<file path="src/rtl/serial_adder_ctrl.sv">
// rtl/serial_adder_ctrl.sv - bit-serial WIDTH-bit adder sequencer around one full-adder cell and a carry flop
module serial_adder_ctrl #(
  parameter int WIDTH = 8
) (
  input  logic             clk,
  input  logic             rst_n,
  input  logic             start,
  input  logic [WIDTH-1:0] a,
  input  logic [WIDTH-1:0] b,
  input  logic             cin,
  output logic             busy,
  output logic             done,
  output logic [WIDTH-1:0] sum,
  output logic             cout
);

  // Counter only has to reach WIDTH-1; for WIDTH >= 2 this is at least 1 bit.
  localparam int CW = $clog2(WIDTH);

  typedef enum logic [1:0] {
    IDLE = 2'd0,
    ADD  = 2'd1,
    DONE = 2'd2
  } stateT;

  stateT            state;
  stateT            stateNext;
  logic [WIDTH-1:0] aSh;
  logic [WIDTH-1:0] bSh;
  logic [WIDTH-1:0] sumSh;
  logic             carry;
  logic [CW-1:0]    cnt;
  logic             bitSum;
  logic             bitCarry;
  logic             lastBit;
  logic             accept;
  logic             adding;

  // The single full-adder cell working on the current LSBs and the looped-back carry.
  assign bitSum   = aSh[0] ^ bSh[0] ^ carry;
  assign bitCarry = (carry & (aSh[0] ^ bSh[0])) | (aSh[0] & bSh[0]);
  assign lastBit  = (cnt == CW'(WIDTH - 1));

  // State register.
  always_ff @(posedge clk or negedge rst_n) begin
    if (!rst_n) begin
      state <= IDLE;
    end else begin
      state <= stateNext;
    end
  end

  // Next-state logic and state-decoded handshake outputs; inputs never reach the outputs directly.
  always_comb begin
    stateNext = state;
    busy      = 1'b0;
    done      = 1'b0;
    accept    = 1'b0;
    adding    = 1'b0;
    case (state)
      IDLE: begin
        if (start) begin
          accept    = 1'b1;
          stateNext = ADD;
        end
      end
      ADD: begin
        busy   = 1'b1;
        adding = 1'b1;
        if (lastBit) begin
          stateNext = DONE;
        end
      end
      DONE: begin
        busy      = 1'b1;
        done      = 1'b1;
        stateNext = IDLE;
      end
      default: stateNext = IDLE;
    endcase
  end

  // Operand capture, one bit per cycle through the adder, and result load on the final bit.
  always_ff @(posedge clk or negedge rst_n) begin
    if (!rst_n) begin
      aSh   <= '0;
      bSh   <= '0;
      sumSh <= '0;
      carry <= 1'b0;
      cnt   <= '0;
      sum   <= '0;
      cout  <= 1'b0;
    end else if (accept) begin
      aSh   <= a;
      bSh   <= b;
      carry <= cin;
      cnt   <= '0;
    end else if (adding) begin
      sumSh <= {bitSum, sumSh[WIDTH-1:1]};
      aSh   <= aSh >> 1;
      bSh   <= bSh >> 1;
      carry <= bitCarry;
      cnt   <= cnt + 1'b1;
      // The published result must include the bit produced on this same edge.
      if (lastBit) begin
        sum  <= {bitSum, sumSh[WIDTH-1:1]};
        cout <= bitCarry;
      end
    end
  end

endmodule

</file>
<file path="config.mk">
export PLATFORM = sky130hd
export DESIGN_NAME = serial_adder_ctrl
export DESIGN_NICKNAME = d
export VERILOG_FILES = /design/src/rtl/serial_adder_ctrl.sv
export SDC_FILE = /design/constraint.sdc
export NUM_CORES = 1
export LEC_CHECK = 0
export CAP_MARGIN = 10
export CORE_UTILIZATION = 35
export CTS_CLUSTER_SIZE = 28
export DETAILED_ROUTE_END_ITERATION = 6
export GPL_TIMING_DRIVEN = 0
export PLACE_DENSITY = 0.55
export SYNTH_ARGS = -nofsm -noshare
export SYNTH_HDL_FRONTEND = slang
export SYNTH_SLANG_ARGS = --single-unit
</file>
<file path="constraint.sdc">
create_clock -name clk -period 3.8 [get_ports clk]
set_input_delay 0.38 -clock clk [delete_from_list [all_inputs] [get_ports clk]]
set_output_delay 0.38 -clock clk [all_outputs]
set_load 0.1 [all_outputs]
</file>
==> out/qor.csv <==
metric,value,unit
io_buffers,30,
cts_max_path_buffers,2,
worstRegToRegCells,6,
setup_viol,0,
ant_nets,0,
switching_power,783,uW
wire_per_inst,13.6,um
grt_max_degree,39,
vias_per_cell,4.69,
rows,25,
ctsResizeCount,0,
setup-tns-final,0,ns
cp-start-kind,flip-flop,
rsz0062_at_grt,false,
fp.dieArea,0.00516,mm^2
worstMarginPinSlew,0.989,ns
synth_ff_type,dfrtp_1,
grt_pass1_vias,1040,
ir_drop,337,uV
fin_skew,0.00385,ns
grt_first_pass_wirelength,5.10,mm
dr.pass1.iters,4,
syn_avg_cell_area,12.5,um^2
start_util,36.3,%
r2r_end,sum[7],
drc_errors,0,
antenna_found_initial,0,
place.gp.congestion,0.765,
timing.fmax,392,MHz
vias,1065,
synthCells,136,
grt_use_total,13.5,%
cp-end-kind,output port,
rrSetupSlack,2.17,ns
status,completed,
die_h,71.8,um
seqPwrFrac,36.9,%
slew_viol_final,0,
max_slew_margin,33.8,%
synth_area,0.00171,mm^2
fin_area,0.00215,mm^2
p_clk_share,13.9,%
p_comb_share,49.2,%
cts_buffers,5,
synth_enable_flop_cells,0,
synth-seq-cells,38,
hpwl,2.17,mm
synthDistinctLibCells,20,
antenna_cells,0,
area_growth,25.9,%
cts_sinks,38,
die_w,71.8,um
insertion_delay,0.28,ns
post_dp_cell_area,0.00207,mm^2
fin_total_pwr,1850,uW
ys_warn_count,0,
gr-total-overflow,0,
design.core.area,0.00469,mm^2
drv_cap,0,
timing.rr.start,state[0],
hp-class,in -> async,
cellLeakagePower,0.000988,uW
place_ws,1.54,ns
nets,200,
drive_gt1_share,19.1,%
layout_setup_ws,1.25,ns
path_clk_slew,0.07,ns
p_int,1060,uW
post-route-period-util,67.1,%
cts_tree,yes,
postCtsSetupRepairBufs,0,
holdBufCountCts,0,
clockRootBuffer,clkbuf_8,
crit_arrival,2.17,ns
crit_type,reg -> out,
switching_share,42.4,%
drtIter0Drc,37,
syn_nets,163,
ys_seq_area_share,55.8,%
async_flop_share,100,%
cp_max_fo,3,
crit_required,3.42,ns
drt_wl_total,3.09,mm
final_hold_viol_count,0,
period_needed,2.55,ns
power_density,860,mW/mm^2
num_io_pins,31,
cts_max_level,2,
placed cells by master (no fill, tap or decap), drive strengths merged:
master	netlist	final
nand2	18	18
o21ai	18	18
inv	3	3
clkbuf	1	6
o21a	1	1
clkdlybuf4s50	0	29
a21oi	1	1
dfrtp	38	38
clkinv	0	2
buf	6	7
nor2	4	4
nand2b	2	2
fa	1	1
nor2b	1	1
and2	1	1
ha	6	6
mux2i	17	17
xnor2	1	1
mux2	17	17
sequential cells by signal, indices dropped and copies added, names as in the netlist:
| name | cells |
|---|---|
| carry | 1 |
| bSh | 8 |
| aSh | 8 |
| cout | 1 |
| sumSh | 7 |
| cnt | 3 |
| sum | 8 |
| state | 2 |
cells in the mapped netlist (2+ instances only):
cell type	n	area [um^2]
o21ai_0	18	90.1
mux2i_1	17	170
inv_1	3	11.3
nand2b_1	2	12.5
nand2_1	18	67.6
buf_6	2	22.5
dfrtp_1	38	951
mux2_2	17	191
buf_2	3	15.0
nor2_1	3	11.3
ha_1	6	75.1
stage by stage:
step,instances,hold slack (ns),utilization (%)
after detailed placement,220,0.495,44.1
after CTS,227,0.226,45.8
after global routing,227,0.264,45.8
after floorplan,136,0.0844,-
final,227,0.190,45.8
after global placement,220,0.491,44.2
metal layers:
layer | up-vias | track usage, % | wire length, um
met3 | 2 | 4.78 | 86
met2 | 17 | 20.0 | 1470
li1 | 538 | - | -
met1 | 508 | 17.9 | 1510
met5 | - | 0 | 0
met4 | 0 | 5.88 | 25
worst max-delay path by stage:
| stage | start | end | slack (ns) |
|---|---|---|---|
| 2_1_floorplan | state[0] | busy | 2.17 |
| 3_3_place_gp | rst_n | cnt[1] | 1.49 |
| 3_5_place_dp | state[0] | busy | 1.54 |
| 4_1_cts | state[0] | busy | 1.22 |
| 5_1_grt | state[0] | busy | 1.18 |
| 6_report | state[0] | busy | 1.25 |
final cells by class:
type | count | area [um^2]
multi-input cells | 88 | 694
fillers | 444 | 2540
inverters | 3 | 11.3
well taps | 54 | 67.6
clock inverters | 2 | 10.0
clock buffers | 5 | 68.8
flip-flops and latches | 38 | 951
plain buffers | 7 | 48.8
repair buffers | 30 | 295
power groups by stage:
stage / registers, uW / clock network [uW] / logic [uW]
2_1_floorplan: 879 / 0 / 514
3_3_place_gp: 685 / 0 / 897
3_5_place_dp: 691 / 0 / 923
4_1_cts: 683 / 268 / 924
5_1_grt: 705 / 292 / 990
6_report: 681 / 256 / 909
worst max-delay path: stages, from the launching register on:
cell,delay (ns)
dfrtp_1,0.37
inv_1,0.09
ha_1,0.29
clkdlybuf4s50_1,1.14
cells by family (layout without fill, tap and decap cells):
kind of cell,Yosys count,in the layout,synth area share [%]
DFF,38,38,55.8
muxes,34,34,21.2
and+or+nand+nor,26,26,7.41
AOI/OAI and AO/OA,20,20,6.02
buffers and inverters,10,47,3.52
adders and majority gates,7,7,5.58
xor gates and xnor gates,1,1,0.514
Power figures use the tool's default switching activity.
